--- config.mk ---
export PLATFORM = sky130hd
export DESIGN_NAME = wheel_direction_detector
export DESIGN_NICKNAME = d
export VERILOG_FILES = /design/src/rtl/wheel_direction_detector.sv
export SDC_FILE = /design/constraint.sdc
export NUM_CORES = 1
export LEC_CHECK = 0
export BUFFER_PORTS_ARGS = -buffer_cell sky130_fd_sc_hd__buf_4
export CORE_MARGIN = 1
export CORE_UTILIZATION = 55
export CTS_CLUSTER_DIAMETER = 80
export DETAILED_ROUTE_END_ITERATION = 10
export PLACE_DENSITY = 0.77
export SLEW_MARGIN = 10
export SYNTH_ARGS = -nofsm -noshare
export SYNTH_HDL_FRONTEND = slang
export SYNTH_SLANG_ARGS = --single-unit
--- constraint.sdc ---
create_clock -name Clk -period 2.57 [get_ports Clk]
set_input_delay 0.6425 -clock Clk [delete_from_list [all_inputs] [get_ports Clk]]
set_output_delay 0.6425 -clock Clk [all_outputs]
set_load 0.01 [all_outputs]
--- src/rtl/wheel_direction_detector.sv ---
// Wheel direction detector for a two-sensor track section.
//
// Each raw sensor is synchronised (2 flops) and debounced (8-bit run counter).
// The debounced pair (a,b) is then walked through a small FSM that recognises
// a complete wheel passing A->B or B->A. Any out-of-order pattern, or
// lingering too long in a tracking state, is reported as a fault.
//
// Ports:
//   Clk      - system clock, rising-edge active
//   Reset    - asynchronous active-low reset
//   sensor_a - raw sensor A (asynchronous), 1 = wheel present
//   sensor_b - raw sensor B (asynchronous, downstream of A), 1 = wheel present
//   a2b      - one-cycle pulse: one wheel completed A-to-B
//   b2a      - one-cycle pulse: one wheel completed B-to-A
//   fault    - one-cycle pulse: illegal sequence or timeout
module wheel_direction_detector #(
  parameter int unsigned DEBOUNCE = 8,
  parameter logic [15:0] TIMEOUT  = 16'd50000
) (
  input  logic Clk,
  input  logic Reset,
  input  logic sensor_a,
  input  logic sensor_b,
  output logic a2b,
  output logic b2a,
  output logic fault
);

  localparam logic [7:0]  DebLast = 8'(DEBOUNCE - 1);
  localparam logic [15:0] TmoLast = TIMEOUT - 16'd1;

  // Bit 1 carries sensor A, bit 0 carries sensor B throughout.
  logic [1:0]      sync1_q, sync2_q;
  logic [1:0]      deb_q, deb_d;
  logic [1:0][7:0] cnt_q, cnt_d;

  always_ff @(posedge Clk or negedge Reset) begin
    if (!Reset) begin
      sync1_q <= '0;
      sync2_q <= '0;
      deb_q   <= '0;
      cnt_q   <= '0;
    end else begin
      sync1_q <= {sensor_a, sensor_b};
      sync2_q <= sync1_q;
      deb_q   <= deb_d;
      cnt_q   <= cnt_d;
    end
  end

  // The counter tracks how many consecutive edges the synchronised level has
  // disagreed with the debounced level; the DEBOUNCE-th disagreement commits.
  always_comb begin
    deb_d = deb_q;
    cnt_d = cnt_q;
    for (int i = 0; i < 2; i++) begin
      if (sync2_q[i] == deb_q[i]) begin
        cnt_d[i] = '0;
      end else if (cnt_q[i] == DebLast) begin
        deb_d[i] = sync2_q[i];
        cnt_d[i] = '0;
      end else begin
        cnt_d[i] = cnt_q[i] + 8'd1;
      end
    end
  end

  // StBA: only B covered while travelling A->B.
  // StAB: only A covered while travelling B->A.
  typedef enum logic [2:0] {
    StIdle,
    StA1,
    StAbA,
    StBA,
    StB1,
    StAbB,
    StAB,
    StFlt
  } state_e;

  state_e      state_q;
  logic [15:0] tmo_q;
  logic [1:0]  ab;
  logic        tmo_hit;

  // The FSM acts on the level being committed this edge, so a wheel pulse
  // lands on the same edge the debounced pair changes.
  assign ab      = deb_d;
  assign tmo_hit = (state_q != StIdle) && (state_q != StFlt) && (tmo_q >= TmoLast);

  always_ff @(posedge Clk or negedge Reset) begin
    if (!Reset) begin
      state_q <= StIdle;
      tmo_q   <= '0;
      a2b     <= 1'b0;
      b2a     <= 1'b0;
      fault   <= 1'b0;
    end else begin
      a2b   <= 1'b0;
      b2a   <= 1'b0;
      fault <= 1'b0;

      if (state_q == StIdle) begin
        tmo_q <= '0;
      end else if (tmo_q != 16'hFFFF) begin
        tmo_q <= tmo_q + 16'd1;
      end

      if (tmo_hit) begin
        state_q <= StFlt;
        fault   <= 1'b1;
      end else begin
        unique case (state_q)
          StIdle: begin
            case (ab)
              2'b10:   state_q <= StA1;
              2'b01:   state_q <= StB1;
              2'b11:   begin state_q <= StFlt; fault <= 1'b1; end
              default: state_q <= StIdle;
            endcase
          end
          StA1: begin
            case (ab)
              2'b10:   state_q <= StA1;
              2'b11:   state_q <= StAbA;
              2'b00:   state_q <= StIdle;  // wheel backed off, nothing to report
              default: begin state_q <= StFlt; fault <= 1'b1; end
            endcase
          end
          StAbA: begin
            case (ab)
              2'b11:   state_q <= StAbA;
              2'b01:   state_q <= StBA;
              2'b10:   state_q <= StA1;
              default: begin state_q <= StFlt; fault <= 1'b1; end
            endcase
          end
          StBA: begin
            case (ab)
              2'b01:   state_q <= StBA;
              2'b00:   begin state_q <= StIdle; a2b <= 1'b1; end
              2'b11:   state_q <= StAbA;
              default: begin state_q <= StFlt; fault <= 1'b1; end
            endcase
          end
          StB1: begin
            case (ab)
              2'b01:   state_q <= StB1;
              2'b11:   state_q <= StAbB;
              2'b00:   state_q <= StIdle;
              default: begin state_q <= StFlt; fault <= 1'b1; end
            endcase
          end
          StAbB: begin
            case (ab)
              2'b11:   state_q <= StAbB;
              2'b10:   state_q <= StAB;
              2'b01:   state_q <= StB1;
              default: begin state_q <= StFlt; fault <= 1'b1; end
            endcase
          end
          StAB: begin
            case (ab)
              2'b10:   state_q <= StAB;
              2'b00:   begin state_q <= StIdle; b2a <= 1'b1; end
              2'b11:   state_q <= StAbB;
              default: begin state_q <= StFlt; fault <= 1'b1; end
            endcase
          end
          StFlt: begin
            // Silent until the track is seen empty.
            if (ab == 2'b00) begin
              state_q <= StIdle;
            end
          end
          default: state_q <= StIdle;
        endcase
      end
    end
  end

endmodule
; ---- Word-level counts from Yosys, hierarchy flattened
; Index checks and enable logic that the tools add are counted.
[totals]
reg_bits = 44
latch_bits = 0
mem_bits_rw = 0
mem_bits_ro = 0
in_bits = 4
out_inout_bits = 3
elab_cells = 74
n_memories = 0
[op_classes]
n_addsub = 3
mul = 0
div_mod_pow = 0
n_lt_le_gt_ge = 1
eq_ne = 17
shifts = 0
n_mux = 31
bitwise_logic = 0
n_reduce_logical = 12
[ops]
columns = op, n
row1 = case mux 3 bit (3 select lines), 6
row2 = two-way mux 16 bit, 2
row3 = two-way mux 8 bit, 4
row4 = case mux 3 bit (8 select lines), 1
row5 = "adder 16 x 1 -> 16 bit, second input constant", 1
row6 = "adder 8 x 1 -> 8 bit, second input constant", 2
row7 = "== test 8 x 3 -> 1 bit, second input constant", 2
row8 = "greater-or-equal comparator 16 bit, second input constant", 1
row9 = "!= test 16 bit, second input constant", 1
row10 = two-way mux 1 bit, 14
row11 = "== test 3 bit, second input constant", 4
row12 = OR reduction 3 bit, 3
row13 = "== test 3 x 2 -> 1 bit, second input constant", 2
row14 = two-way mux 3 bit, 2
row15 = "!= test 3 bit, second input constant", 2
row16 = case mux 2 bit (3 select lines), 1
row17 = OR reduction 2 bit, 3
row18 = "== test 2 bit, second input constant", 2
row19 = case mux 1 bit (4 select lines), 1
row20 = "== test 3 x 1 -> 1 bit, second input constant", 1
row21 = zero test 3 bit, 1
row22 = nonzero test 3 bit, 1
row23 = == test 1 bit, 2
row24 = "== test 2 x 1 -> 1 bit, second input constant", 1
row25 = other kinds (3), 4

; ---- Longest topological paths before layout
[depth]
word_depth = 8
ltp_mapped = 12

; ---- Least setup slack after synthesis
; OpenSTA, ideal clock, no wires.
[synth_timing]
path_kind = register to register
from = register cnt_q[4] (netlist name)
to = register state_q[0]
setup_time_ns = 0.131
arrival_time_ns = 2.625
setup_slack_ns = -0.186
path_stages_with_launch = 11
path_buffers = 0
synth_period_minus_slack_ns = 2.756
path_cell_list = dfrtp_1 > or4_1 > nor3_2 > mux2i_1 > inv_1 > ha_1 > nor2_1 > nor3_1 > a31oi_1 > o221ai_1 > or3_1
[synth_between]
elab_chain_len = 7
word_cells_on_any_way = 17
classes_between = 5 x eq/ne / 11 x mux / 1 x reduce/logical
[synth_rtl]
columns = element, line
row1 = start: declaration, 35  ; logic [1:0][7:0] cnt_q, cnt_d;
row2 = start signal: assignment, 47  ; cnt_q <= cnt_d;
row3 = == test 8 x 3 -> 1 bit (*), 59  ; end else if (cnt_q[i] == DebLast) begin
row4 = two-way mux 1 bit (*), 59
row5 = two-way mux 1 bit (*), 57  ; if (sync2_q[i] == deb_q[i]) begin
row6 = == test 2 bit (tied with other cells), n/a
row7 = case mux 3 bit (3 select lines) (tied with other cells), 163  ; case (ab)
row8 = case mux 3 bit (8 select lines), 113  ; unique case (state_q)
row9 = two-way mux 3 bit, 109  ; if (tmo_hit) begin
row10 = end signal: assignment, 110  ; state_q <= StFlt;
row11 = end signal: assignment, 116  ; 2'b10: state_q <= StA1;
row12 = end signal: assignment, 124  ; 2'b10: state_q <= StA1;
row13 = end: declaration, 81  ; state_e state_q;
; Every way passes the cells marked *; elsewhere a longest branch is shown, timed or not.
; A chain may end at the register's enable or synchronous reset.

; ---- Final worst setup path
[layout_timing]
from = register cnt_q[7] (netlist name)
to = register state_q[2]
[layout_between]
elab_chain_len = 7
word_cells_on_any_way = 16
classes_between = 5 x eq/ne / 10 x mux / 1 x reduce/logical
[layout_rtl]
columns = element, line
row1 = == test 8 x 3 -> 1 bit (*), 59
row2 = two-way mux 1 bit (*), 59
row3 = two-way mux 1 bit (*), 57
row4 = == test 2 bit (tied with other cells), n/a
row5 = case mux 3 bit (3 select lines) (tied with other cells), 163
row6 = case mux 3 bit (8 select lines), 113
row7 = two-way mux 3 bit, 109
; Marks and branches as above.

==> summary.txt <==
Fillers: 325
First-pass GRT wire length: 7250 microns
CTS max path bufs: 2
WL/cell: 14.1 microns
H-tree Lvls: 2
# Max-Cap Violations: 0
Final period demand of the worst path: 2.63 ns
RSZ-0062 raised after global routing: yes
Final Util: 65.0%
Cell Pwr Density: 764 nW/um^2
Vias after detailed routing: 1,748
Critical path class: reg -> reg
Critical path arrival: 2.86 ns
Crit path launch type: register
Vias in the first global route: 1,677
Final setup violation count: 3
Outcome: finished with violations
Max Transition Viols Final: 0
Layout cells sized above 1: 16.6%
Fmax: 381 MHz
Clk_skew: 0.00818 ns
WP data required: 2.80 ns
Area Overhead vs Synth: 12.4%
Die height: 67.1 microns
Worst slew margin: 63.6%
Routed WL: 4280 microns
Ranking of synthesized cells by area: dfrtp_1, xor2_1, nor2_1
Hold Path Class: in -> async
Synth unique cells: 34
Post-synth top area share: 47.3%
Worst-path clk slew: 0.08 ns
Boundary pin count: 7
Gpl congestion: 0.871
Chip width: 67.1 microns
Pre-antenna DRT Iters: 5
Via/cell ratio: 5.77
CTS Hold Buffers Added: 0
Top_reg_cell synth: dfrtp_1
Worst VDD drop: 0.473 mV
Syn_nets: 254
Full die area: 4500 sq um
Routed Antenna Nets: 0
Post-synth top area cell: dfrtp_1
Syn Inst Count: 240
Largest net degree at the start of global routing: 45
Fin Hold WS: 0.324 ns
Clock sinks: 44
Num CTS Buffers: 5
Gr ovfl total: 0
Port Buf Inserts: 6
Antenna diode count: 0
Synth warn: 0
Total core area: 4030 sq um
Commonest non-fill, non-tap cell in the layout: dfrtp_1
CTS tree: built
Avg Inst Size Synth: 9.70 sq um
Initial antenna violation count: 0
Commonest non-fill, non-tap cells in the layout: dfrtp_1, nor2_1, nand2_1, xor2_1
GRT Util Overall: 21.8%
Post-synth EDFFs: 0
Clk_lat worst skew: 0.30 ns
DPL Wire Length: 2880 microns
FFs w/ async S/R, synth: 100%
Cell area after synthesis: 2330 sq um
Final Hold Viols: 0
Fin crit share: 102%
Worst setup EP type: register
Starting density of the core: 57.8%
Crit path max fanout: 5
Iter 0 DRT Violations: 48
Yosys reg bits: 44
Nets: 266
FP Rows: 23
Worst reg-to-reg path cell count: 9
Pleak: 1.17 nW
Worst reg2reg setup slack: -0.06 ns
Drt drc: 0
Setup ws final: -0.0575 ns
Slew of the pin with the lowest slew margin: 0.546 ns
Clk root buf: clkbuf_8
Failing checks: setup timing
Seq/Total Area, Yosys: 47.3%
==> worst max-delay path: stages, from the launching register on <==
cell and delay (ns):
dfrtp_1 0.38, or4_4 0.55, nor3_4 0.20, mux2i_4 0.33, buf_4 0.16, buf_6 0.11, ha_4 0.16, mux2i_1 0.09
mux4_2 0.48, nand4_1 0.10
==> cell type report <==
type	instances	area (sq um)	share of cell area (%)
Multi-Input combinational cell	178	1210	46.4
Sequential cell	44	1100	42.1
Clock inverter	2	10.0	0.382
Tap cell	50	62.6	2.39
Timing Repair Buffer	15	116	4.45
Clock buffer	6	82.6	3.15
Inverter	8	30.0	1.15
==> through the flow <==
stage | setup TNS [ns] | cell area [sq um] | instances | setup WS [ns] | total power, mW
3_3_place_gp | 0 | 2480 | 294 | 0.0281 | 1.49
4_1_cts | -0.0683 | 2590 | 302 | -0.0371 | 1.97
5_1_grt | -0.549 | 2620 | 303 | -0.194 | 2.14
2_1_floorplan | 0 | 2350 | 240 | 0.00323 | 1.34
6_report | -0.126 | 2620 | 303 | -0.0575 | 2.00
3_5_place_dp | -0.0718 | 2480 | 294 | -0.0380 | 1.50
==> power breakdown <==
part | switching (mW) | internal, mW | total [mW]
clock | 0.229 | 0.215 | 0.443
combinational | 0.363 | 0.310 | 0.673
sequential | 0.111 | 0.771 | 0.882
total | 0.703 | 1.30 | 2.00
==> metal layers <==
metal  global-route usage, %  up-vias  routed length [microns]
met1                    27.6      844                     2020
met4                    11.4        0                       89
met3                    5.31        9                      139
li1                        -      858                        -
met2                    34.0       37                     2030
met5                       0        -                        0
==> final timing paths <==
path,startpoint,end
max in group asynchronous,Reset,a2b$_DFF_PN0_
min in group Clk,sync1_q[0]$_DFF_PN0_,sync2_q[0]$_DFF_PN0_
worst max register to register,cnt_q[7]$_DFF_PN0_,state_q[2]$_DFFE_PN0P_
worst min-delay path,Reset,cnt_q[4]$_DFF_PN0_
worst max-delay path,cnt_q[7]$_DFF_PN0_,state_q[2]$_DFFE_PN0P_
worst min register to register,sync1_q[0]$_DFF_PN0_,sync2_q[0]$_DFF_PN0_
==> what timing repair did <==
| item | in CTS | in global routing |
|---|---|---|
| gates resized for setup | 7 | 5 |
| setup buffers | 0 | 1 |
| endpoints found under the setup margin | 4 | 4 |
==> state kept, by name, summed over array words and instances, names as in the netlist <==
signal   flops
cnt_q       16
tmo_q       16
state_q      3
deb_q        2
sync1_q      2
sync2_q      2
a2b          1
b2a          1
fault        1
==> cells in the mapped netlist (2+ instances only) <==
cell,number
xnor2_1,9
nor3_2,2
inv_1,8
o31ai_1,2
nor3_1,14
and4_1,3
and2_1,2
and3_1,10
ha_1,10
o211ai_1,5
nor2_1,34
xor2_1,16
mux4_2,2
clkbuf_1,9
a21oi_1,6
o21ai_0,4
or3_1,2
nand2_1,21
dfrtp_1,44
or4_1,2
nand4_1,4
mux2i_1,7
nand3_1,13
==> cells by family after synthesis <==
logic type | after synthesis | synth area share, %
AOI/OAI and AO/OA | 23 | 6.50
xor gates and xnor gates | 25 | 9.40
adders and majority gates | 10 | 5.37
buffers and inverters | 18 | 2.90
DFF | 44 | 47.3
muxes | 10 | 5.43
and+or+nand+nor | 110 | 23.1
Power figures use the tool's default switching activity.
